<file path="config.mk">
export PLATFORM = sky130hd
export DESIGN_NAME = fifo_ctrl_8x16_flat
export DESIGN_NICKNAME = d
export VERILOG_FILES = /design/src/rtl/fifo_ctrl_8x16_pkg.sv /design/src/rtl/fifo_ctrl_8x16_if.sv /design/src/rtl/fifo_ctrl_8x16_ptr.sv /design/src/rtl/fifo_ctrl_8x16.sv /design/src/flat_wrapper.sv
export SDC_FILE = /design/constraint.sdc
export NUM_CORES = 1
export LEC_CHECK = 0
export ABC_CLOCK_PERIOD_IN_PS = 3450
export BUFFER_PORTS_ARGS = -buffer_cell sky130_fd_sc_hd__buf_4
export CORE_MARGIN = 3
export CORE_UTILIZATION = 47
export CTS_BUF_LIST = sky130_fd_sc_hd__clkbuf_16
export CTS_CLUSTER_SIZE = 10
export DETAILED_ROUTE_END_ITERATION = 12
export GPL_ROUTABILITY_DRIVEN = 0
export PLACE_DENSITY_LB_ADDON = 0.05
export SETUP_SLACK_MARGIN = 0.3
export SLEW_MARGIN = 5
export SYNTH_ARGS = -nofsm -noshare
export SYNTH_HDL_FRONTEND = slang
export SYNTH_SLANG_ARGS = --single-unit
</file>
<file path="constraint.sdc">
create_clock -name clk -period 3.45 [get_ports clk]
set_input_delay 0.5175 -clock clk [delete_from_list [all_inputs] [get_ports clk]]
set_output_delay 0.5175 -clock clk [all_outputs]
set_load 0.05 [all_outputs]
</file>
<file path="src/rtl/fifo_ctrl_8x16_pkg.sv">
// Shared FIFO constants for the 8x16 RAM and its pointer/flag controller.
package fifo_pkg;

  localparam int DEPTH    = 8;
  localparam int ADDR_BUS = 3;
  localparam int WIDTH    = 16;

endpackage

</file>
<file path="src/rtl/fifo_ctrl_8x16_if.sv">
// Request/RAM-control/status bundle between the FIFO user, the controller and the RAM.
//
// Handshake: wr_en/rd_en are requests held by the master for one cycle each.
// A request is taken on a rising edge only when the matching RAM strobe
// (we for wr_en, re for rd_en) is high in that cycle. A request that is
// not taken is simply dropped and reported one cycle later on
// overflow/underflow. Read data is valid on the RAM dout in the cycle
// where rd_valid is high.
interface fifo_ctrl_8x16_if;
  import fifo_pkg::*;

  logic                wr_en;
  logic                rd_en;
  logic                we;
  logic                re;
  logic [ADDR_BUS-1:0] wr_addr;
  logic [ADDR_BUS-1:0] rd_addr;
  logic                full;
  logic                empty;
  logic [ADDR_BUS:0]   count;
  logic                rd_valid;
  logic                overflow;
  logic                underflow;
  logic                almost_full;
  logic                almost_empty;

  // User side: issues requests and observes strobes and status.
  modport master (
    output wr_en, rd_en,
    input  we, re, wr_addr, rd_addr, full, empty, count,
           rd_valid, overflow, underflow, almost_full, almost_empty
  );

  // Controller side: qualifies requests and drives RAM control and status.
  modport slave (
    input  wr_en, rd_en,
    output we, re, wr_addr, rd_addr, full, empty, count,
           rd_valid, overflow, underflow, almost_full, almost_empty
  );

endinterface

</file>
<file path="src/rtl/fifo_ctrl_8x16_ptr.sv">
// Binary FIFO pointer, one bit wider than the RAM address so that the
// extra MSB separates the full case from the empty case.
module fifo_ptr #(
  parameter int W = 4
) (
  input  logic         clk,
  input  logic         rst,
  input  logic         inc,
  output logic [W-1:0] ptr
);

  // Advance by one on each accepted access; wraps modulo 2**W.
  always_ff @(posedge clk or posedge rst) begin
    if (rst) begin
      ptr <= '0;
    end else if (inc) begin
      ptr <= ptr + W'(1);
    end
  end

endmodule

</file>
<file path="src/rtl/fifo_ctrl_8x16.sv">
// fifo_ctrl_8x16: turns the 8x16 dual-port RAM (registered read) into a
// synchronous FIFO. Qualifies push/pop requests into RAM we/re, keeps the
// occupancy count and registered full/empty/over/underflow flags, and
// produces rd_valid aligned with the RAM's registered dout.
// Optional feature macro: FIFO_ALMOST_FLAGS_EN enables the registered
// almost_full / almost_empty flags; otherwise both are tied low.
module fifo_ctrl_8x16
  import fifo_pkg::*;
#(
  parameter int AF_LEVEL = 6,
  parameter int AE_LEVEL = 2
) (
  input  logic             clk,
  input  logic             rst,
  fifo_ctrl_8x16_if.slave  bus
);

  localparam int CW = ADDR_BUS + 1;

  // Catch impossible threshold settings at elaboration.
  if (AE_LEVEL >= AF_LEVEL || AF_LEVEL > DEPTH) begin : g_bad_levels
    $error("fifo_ctrl_8x16: AE_LEVEL must be below AF_LEVEL and AF_LEVEL within DEPTH");
  end

  logic          we;
  logic          re;
  logic [CW-1:0] wr_ptr;
  logic [CW-1:0] rd_ptr;
  logic [CW-1:0] count_nxt;

  // A pop needs data; a push while full only fits if a pop frees the slot
  // in the same cycle (the RAM then returns the old word and stores the new one).
  assign re = bus.rd_en & ~bus.empty;
  assign we = bus.wr_en & (~bus.full | re);

  assign bus.we      = we;
  assign bus.re      = re;
  assign bus.wr_addr = wr_ptr[ADDR_BUS-1:0];
  assign bus.rd_addr = rd_ptr[ADDR_BUS-1:0];

  fifo_ptr #(.W(CW)) u_wr_ptr (.clk(clk), .rst(rst), .inc(we), .ptr(wr_ptr));
  fifo_ptr #(.W(CW)) u_rd_ptr (.clk(clk), .rst(rst), .inc(re), .ptr(rd_ptr));

  // Occupancy after this edge; flags are derived from it so they are registered.
  always_comb begin
    count_nxt = bus.count + CW'(we) - CW'(re);
  end

  // Count, full/empty, read-valid and rejection pulses.
  always_ff @(posedge clk or posedge rst) begin
    if (rst) begin
      bus.count     <= '0;
      bus.full      <= 1'b0;
      bus.empty     <= 1'b1;
      bus.rd_valid  <= 1'b0;
      bus.overflow  <= 1'b0;
      bus.underflow <= 1'b0;
    end else begin
      bus.count     <= count_nxt;
      bus.full      <= (count_nxt == CW'(DEPTH));
      bus.empty     <= (count_nxt == '0);
      bus.rd_valid  <= re;
      bus.overflow  <= bus.wr_en & ~we;
      bus.underflow <= bus.rd_en & ~re;
    end
  end

`ifdef FIFO_ALMOST_FLAGS_EN
  // Threshold flags registered alongside full/empty.
  always_ff @(posedge clk or posedge rst) begin
    if (rst) begin
      bus.almost_full  <= 1'b0;
      bus.almost_empty <= 1'b1;
    end else begin
      bus.almost_full  <= (count_nxt >= CW'(AF_LEVEL));
      bus.almost_empty <= (count_nxt <= CW'(AE_LEVEL));
    end
  end
`else
  assign bus.almost_full  = 1'b0;
  assign bus.almost_empty = 1'b0;
`endif

endmodule

</file>
<file path="src/flat_wrapper.sv">
// flat-port wrapper written by rule: the top's interface ports become plain ports
module fifo_ctrl_8x16_flat import fifo_pkg::*;
#(
  parameter int AF_LEVEL = 6,
  parameter int AE_LEVEL = 2
)
  (clk, rst, bus_wr_en, bus_rd_en, bus_we, bus_re, bus_wr_addr, bus_rd_addr, bus_full, bus_empty, bus_count, bus_rd_valid, bus_overflow, bus_underflow, bus_almost_full, bus_almost_empty);
  fifo_ctrl_8x16_if bus_i ();
  input  logic clk;
  input  logic rst;
  input wire logic [$bits(bus_i.wr_en)-1:0] bus_wr_en;
  input wire logic [$bits(bus_i.rd_en)-1:0] bus_rd_en;
  output wire logic [$bits(bus_i.we)-1:0] bus_we;
  output wire logic [$bits(bus_i.re)-1:0] bus_re;
  output wire logic [$bits(bus_i.wr_addr)-1:0] bus_wr_addr;
  output wire logic [$bits(bus_i.rd_addr)-1:0] bus_rd_addr;
  output wire logic [$bits(bus_i.full)-1:0] bus_full;
  output wire logic [$bits(bus_i.empty)-1:0] bus_empty;
  output wire logic [$bits(bus_i.count)-1:0] bus_count;
  output wire logic [$bits(bus_i.rd_valid)-1:0] bus_rd_valid;
  output wire logic [$bits(bus_i.overflow)-1:0] bus_overflow;
  output wire logic [$bits(bus_i.underflow)-1:0] bus_underflow;
  output wire logic [$bits(bus_i.almost_full)-1:0] bus_almost_full;
  output wire logic [$bits(bus_i.almost_empty)-1:0] bus_almost_empty;
  assign bus_i.wr_en = bus_wr_en;
  assign bus_i.rd_en = bus_rd_en;
  assign bus_we = bus_i.we;
  assign bus_re = bus_i.re;
  assign bus_wr_addr = bus_i.wr_addr;
  assign bus_rd_addr = bus_i.rd_addr;
  assign bus_full = bus_i.full;
  assign bus_empty = bus_i.empty;
  assign bus_count = bus_i.count;
  assign bus_rd_valid = bus_i.rd_valid;
  assign bus_overflow = bus_i.overflow;
  assign bus_underflow = bus_i.underflow;
  assign bus_almost_full = bus_i.almost_full;
  assign bus_almost_empty = bus_i.almost_empty;
  fifo_ctrl_8x16 #(.AF_LEVEL(AF_LEVEL), .AE_LEVEL(AE_LEVEL)) u_core (.clk(clk), .rst(rst), .bus(bus_i));
endmodule
</file>
==> metrics, run 1 <==
ANT cells 0; cell taking the most area after synthesis dfrtp_1; grt total ovfl 0; first-pass GRT wire length 1.93 mm; startpoint types flip-flop; Synthesis Warnings 0; top cells by area, synth dfrtp_1 (51%), ha_1 (11%), inv_1 (5.4%); initial core utilization 51.8%; final non-filler cell total 97; total routed wirelength 1.09 mm; FMAX roughly 0.37 GHz; Worst Setup SP u_core.bus.empty$_DFF_PP1_; Crit Reg-Reg Endpoint u_core.bus.empty$_DFF_PP1_; Clock Tree Root clkbuf_16; vias in the first global route 463; worst-case reg-to-reg path depth 10; Min-Delay Path Class in -> async; Clk Latency, worst-skew pair 0.24 ns; area grow syn2layout 34.2%; Worst setup EP type flip-flop; setup bufs post-CTS 0; CTS Sinks 15; Cell variety after synth 22; post-route ant nets 0; boundary pin count 23; share of the synthesized area in the top cell type 50.7%; Critical Path Slowest Stage Cell dfstp_2; Crit Path Class reg -> reg; die height 44.3 um; Worst R2R Setup Slack 0.74 ns; CTS H-tree depth 1; Resized cells post-CTS 0; total track usage 13.8%; crit path DAT 2.89 ns; Netlist Area Pre-Place 691 sq um; hpwl dp between 800 and 900 um; Die W 44.3 um; vias per cell roughly 4.6; required time worst endpoint 3.63 ns; Post-route DRC 0; clock skew ~0.0021 ns; initial antenna violation count 0; die area about 2000 sq um; Setup TNS 0 ns; largest net degree at the start of global routing 16; Tmin final between 2 and 3 ns; final net count between 90 and 100; hold-fix buffers at CTS 0; family with the most delay on the worst path adder cells; CTS tree yes; final setup violation count 0; Placement Rows 13; CP peak stage delay 0.53 ns; pre-CTS setup slack 0.637 ns; gate count after technology mapping 59; most frequent CP cell inv_1; Port Buffers 20; Final Hold Fails 0; Seq cells post-synth 15; Final Worst Setup Slack approximately 0.74 ns; Core Region between 1000 and 1500 sq um; Max-slew headroom 61.8%; Final Max Tran Viols 0; status finished clean; RSZ-0062 raised after global routing false; post-synthesis sequential area ratio 54.5%; iteration count of the initial detailed-routing pass 3; Max Root-Sink Buffers 2; RR Startpoint u_core.bus.empty$_DFF_PP1_; fin crit share 78.4%; worst slew pin tran 0.572 ns; CTS buffer count 3; worst path cell trace nand2b_1, inv_1, ha_1, inv_1, ha_1, inv_1, fa_1, inv_1, or3_1, o21ba_1; CP Max Fanout 6; share of cells above drive strength 1 about a third; Worst Path Buf+Inv 4; DR vias 448; Iteration-0 DRC Markers 4; average routed wire per standard cell 11.2 um; syn avg cell area 11.7 sq um; Reg clk slew, reported paths 0.05 ns; Cells after DPL between 90 and 100; max_cap viols 0
## worst register-to-register path, cell delays in order (launching register included)
cell	delay, ns
dfstp_2	0.53
nand2b_1	0.23
inv_1	0.16
ha_1	0.31
inv_1	0.05
ha_1	0.15
inv_1	0.05
fa_1	0.48
inv_1	0.05
or3_1	0.39
o21ba_1	0.23
## synth_stat cells (all sizes together)
cell type and n:
a21boi 1, a21oi 2, and2 1, and3 2, buf 2, conb 1
dfrtp 14, dfstp 1, fa 1, ha 6, inv 10, mux2 1
nand2 4, nand2b 1, nand3 1, nor2 1, nor3 1, o211ai 1
o21ba 1, or3 1, xnor2 4, xor2 2
## how the worst max path moves through the flow
stage / endpoint / cells past startpoint / slack [ns]
6_report: u_core.bus.empty$_DFF_PP1_ / 10 / 0.74
5_1_grt: u_core.bus.empty$_DFF_PP1_ / 10 / 0.61
4_1_cts: u_core.bus.empty$_DFF_PP1_ / 10 / 0.73
3_5_place_dp: u_core.bus.empty$_DFF_PP1_ / 12 / 0.64
3_3_place_gp: u_core.bus.empty$_DFF_PP1_ / 12 / 0.66
2_1_floorplan: u_core.bus.empty$_DFF_PP1_ / 11 / 0.43
## kinds of logic (layout without fill, tap and decap cells)
logic type / after synthesis / after routing / synth area share, %
AOI/OAI and AO/OA: 5 / 5 / 5.62
xor gates and xnor gates: 6 / 6 / 7.61
adders and majority gates: 7 / 7 / 13.8
buffers and inverters: 12 / 34 / 7.61
DFF: 15 / 15 / 54.5
muxes: 1 / 1 / 1.63
other: 1 / 2 / 0.543
and+or+nand+nor: 12 / 12 / 8.69
## placed cells by master, fill, tap and decap left out, drive strengths merged
| master | count |
|---|---|
| a21boi | 1 |
| a21oi | 2 |
| and2 | 1 |
| and3 | 2 |
| buf | 20 |
| clkbuf | 3 |
| conb | 2 |
| dfrtp | 14 |
| dfstp | 1 |
| fa | 1 |
| ha | 6 |
| inv | 11 |
| mux2 | 1 |
| nand2 | 4 |
| nand2b | 1 |
| nand3 | 1 |
| nor2 | 1 |
| nor3 | 1 |
| o211ai | 1 |
| o21ba | 1 |
| or3 | 1 |
| xnor2 | 4 |
| xor2 | 2 |
## per-layer routing
metal  vias up  wire [um]  global-route usage [%]
li1        228          -                       -
met1       205        495                    17.5
met2        13        510                    20.9
met3         2         76                    4.47
met4         0         10                    7.23
met5         -          0                       0
## state kept, by name (all words and copies together), names as in the netlist
register and count:
u_core.bus.full 1, u_core.bus.count 4, u_core.u_rd_ptr.ptr 3, u_core.bus.rd_valid 1, u_core.bus.underflow 1, u_core.bus.overflow 1
u_core.u_wr_ptr.ptr 3, u_core.bus.empty 1
## through the flow
step	instance area [sq um]	util [%]	hold slack (ns)
after floorplan	694	-	0.418
after global placement	848	63.6	0.464
after detailed placement	848	63.6	0.467
after CTS	927	69.5	0.362
after global routing	927	69.5	0.392
final	927	69.5	0.342
## area by class of cell
cell class	count	area (sq um)
Fill cell	96	407
Sequential cell	15	377
Multi-Input combinational cell	33	265
Timing Repair Buffer	20	150
Clock buffer	3	75.1
Inverter	10	37.5
Tap cell	15	18.8
Clock inverter	1	3.75
Power of run 1 is not shown: default switching activity piles up to over one toggle a cycle in this logic, so the estimate is an artifact.
==> run 2: changes to the inputs <==
- ABC_CLOCK_PERIOD_IN_PS: 3450 -> 2500
- clock period: 3.45 -> 2.5 ns (I/O delays scaled with it)
==> run 2 against run 1 <==
  * Utilization is 9.3 points higher
  * First-iteration DRC count is 50% higher
  * Clock skew up 0.0036 ns
  * Die area did not move
  * Critical path depth grew 1
  * Register-to-register slack got worse by 0.67 ns
  * Critical endpoint unchanged
  * Largest cell class unchanged
==> metrics, run 2 (synthesized netlist as in run 1, its figures left out) <==
status finished clean (unchanged); Final Hold Fails 0 (unchanged); CTS tree yes (unchanged); footprint of the multi-input gates 332 sq um (was 265 sq um); family with the most delay on the worst path adder cells (unchanged); Worst R2R Setup Slack 0.08 ns (was 0.74 ns); CTS buffer count 3 (unchanged); Critical Path Slowest Stage Cell dfstp_2 (unchanged); Crit Path Class reg -> reg (unchanged); fin crit share 97.0% (was 78.4%); Setup TNS 0 ns (unchanged); grt total ovfl 0 (unchanged); Placement Rows 13 (unchanged); Max-slew headroom 63.0% (was 61.8%); CTS Sinks 15 (unchanged); vias in the first global route 509 (was 463); final setup violation count 0 (unchanged); RR Startpoint u_core.bus.empty$_DFF_PP1_ (unchanged); die height 44.3 um (unchanged); initial core utilization 51.8% (unchanged); Worst setup EP type flip-flop (unchanged); most frequent cells in the layout buf_4 (27), dfrtp_1 (14), inv_1 (5) (was buf_4 (20), dfrtp_1 (14), inv_1 (11)); total routed wirelength 1.34 mm (was 1.09 mm); Iteration-0 DRC Markers 6 (was 4); Worst Setup SP u_core.bus.empty$_DFF_PP1_ (unchanged); Max Root-Sink Buffers 2 (unchanged); Reg clk slew, reported paths 0.05 ns (about the same); boundary pin count 23 (unchanged); die area 1970 sq um (unchanged); total track usage 17.1% (was 13.8%); DR vias 504 (was 448); RSZ-0062 raised after global routing true (was false); Post-route DRC 0 (unchanged); crit path DAT 2.62 ns (was 2.89 ns); Port Buffers 20 (unchanged); ANT cells 0 (unchanged); initial antenna violation count 0 (unchanged); share of cells above drive strength 1 52.8% (was 31.7%); CP Capture Point u_core.bus.empty$_DFF_PP1_ (unchanged); FMAX 0.413 GHz (was 0.370 GHz); area grow syn2layout 52.2% (was 34.2%); Core Region 1330 sq um (unchanged); max reg flops 4 (unchanged); final net count 101 (was 94); vias per cell 4.85 (was 4.62); average routed wire per standard cell 12.9 um (was 11.2 um); commonest non-fill, non-tap cell in the layout buf_4 (unchanged); worst slew pin tran 0.555 ns (was 0.572 ns); Die W 44.3 um (unchanged); worst path cell trace nand2b_4, a21boi_4, inv_2, ha_4, inv_2, ha_4, inv_2, fa_2, inv_2, or3_4, o21ba_4 (was nand2b_1, inv_1, ha_1, inv_1, ha_1, inv_1, fa_1, inv_1, or3_1, o21ba_1); CP peak stage delay 0.53 ns (about the same); Clock Tree Root clkbuf_16 (unchanged); startpoint types flip-flop (unchanged); hpwl dp 914 um (was 850 um); worst-case reg-to-reg path depth 11 (was 10); Clk Latency, worst-skew pair 0.25 ns (was 0.24 ns); Crit Reg-Reg Endpoint u_core.bus.empty$_DFF_PP1_ (unchanged); required time worst endpoint 2.69 ns (was 3.63 ns); max_cap viols 0 (unchanged); Register Area 377 sq um (unchanged); top flop regs u_core.bus.count (4), u_core.u_rd_ptr.ptr (3), u_core.u_wr_ptr.ptr (3) (unchanged); Final Max Tran Viols 0 (unchanged); CP Max Fanout 3 (was 6); hold-fix buffers at CTS 0 (unchanged); most frequent CP cell inv_2 (was inv_1); iteration count of the initial detailed-routing pass 4 (was 3); Critical Path Stages 11 (was 10); largest register by flop count u_core.bus.count (unchanged); Min-Delay Path Class in -> async (unchanged); largest net degree at the start of global routing 16 (unchanged); Worst Path Buf+Inv 4 (unchanged); Fill cells 92 (was 96); post-route ant nets 0 (unchanged); clock skew 0.00567 ns (was 0.00207 ns); CTS H-tree depth 1 (unchanged); first-pass GRT wire length 2.21 mm (was 1.93 mm); Tmin final 2.42 ns (was 2.71 ns)
==> run 2: how the worst min path moves through the flow <==
| stage | start | endpoint | slack, ns | cells past startpoint |
|---|---|---|---|---|
| final | rst | u_core.bus.count[3]$_DFF_PP0_ | 0.18 | 2 |
| after global routing | rst | u_core.bus.underflow$_DFF_PP0_ | 0.22 | 2 |
| after CTS | rst | u_core.bus.count[3]$_DFF_PP0_ | 0.20 | 2 |
| after detailed placement | rst | u_core.bus.count[3]$_DFF_PP0_ | 0.46 | 2 |
| after global placement | rst | u_core.bus.count[3]$_DFF_PP0_ | 0.46 | 2 |
| after floorplan | rst | u_core.bus.count[0]$_DFF_PP0_ | 0.28 | 1 |
==> run 2: metal layers <==
metal / wire [um] / global-route usage, % / vias to the layer above
met4: 42 / 12.7 / 0
li1: - / - / 243
met5: 0 / 0 / -
met2: 674 / 27.6 / 17
met1: 505 / 18.1 / 239
met3: 114 / 6.10 / 5
==> run 2: layout make-up <==
| type | count | area share, % |
|---|---|---|
| clock inverter | 1 | 0.476 |
| inverter | 10 | 3.93 |
| multi-input combinational | 33 | 31.5 |
| tap | 15 | 1.79 |
| timing repair buffer | 27 | 19.3 |
| clock buffer | 3 | 7.14 |
| sequential | 15 | 35.8 |
==> run 2: worst reg2reg max path, delay by kind of cell (launching register included) <==
| kind | cells | cell delay [ns] |
|---|---|---|
| compound gates | 2 | 0.28 |
| simple gates | 2 | 0.53 |
| fa+ha+maj | 3 | 0.84 |
| buf+inv | 4 | 0.20 |
| flops | 1 | 0.53 |
==> run 2: timing repair <==
item,CTS,global route
pin swaps,2,1
resized for setup,1,6
buffers inserted,4,2
gates cloned,0,0
endpoints found under the setup margin,2,2
==> run 2: stage by stage <==
stage / instance area, sq um / worst slack (ns) / util [%] / std cells / hold slack, ns
2_1_floorplan: 738 / -0.345 / - / 60 / 0.276
3_5_place_dp: 900 / 0.00887 / 67.4 / 94 / 0.463
6_report: 1050 / 0.0758 / 78.8 / 104 / 0.182
5_1_grt: 1050 / 0.0228 / 78.8 / 104 / 0.218
4_1_cts: 1010 / 0.121 / 75.7 / 102 / 0.201
3_3_place_gp: 900 / 0.0643 / 67.4 / 94 / 0.460
Power of run 2 is left out for the same reason.
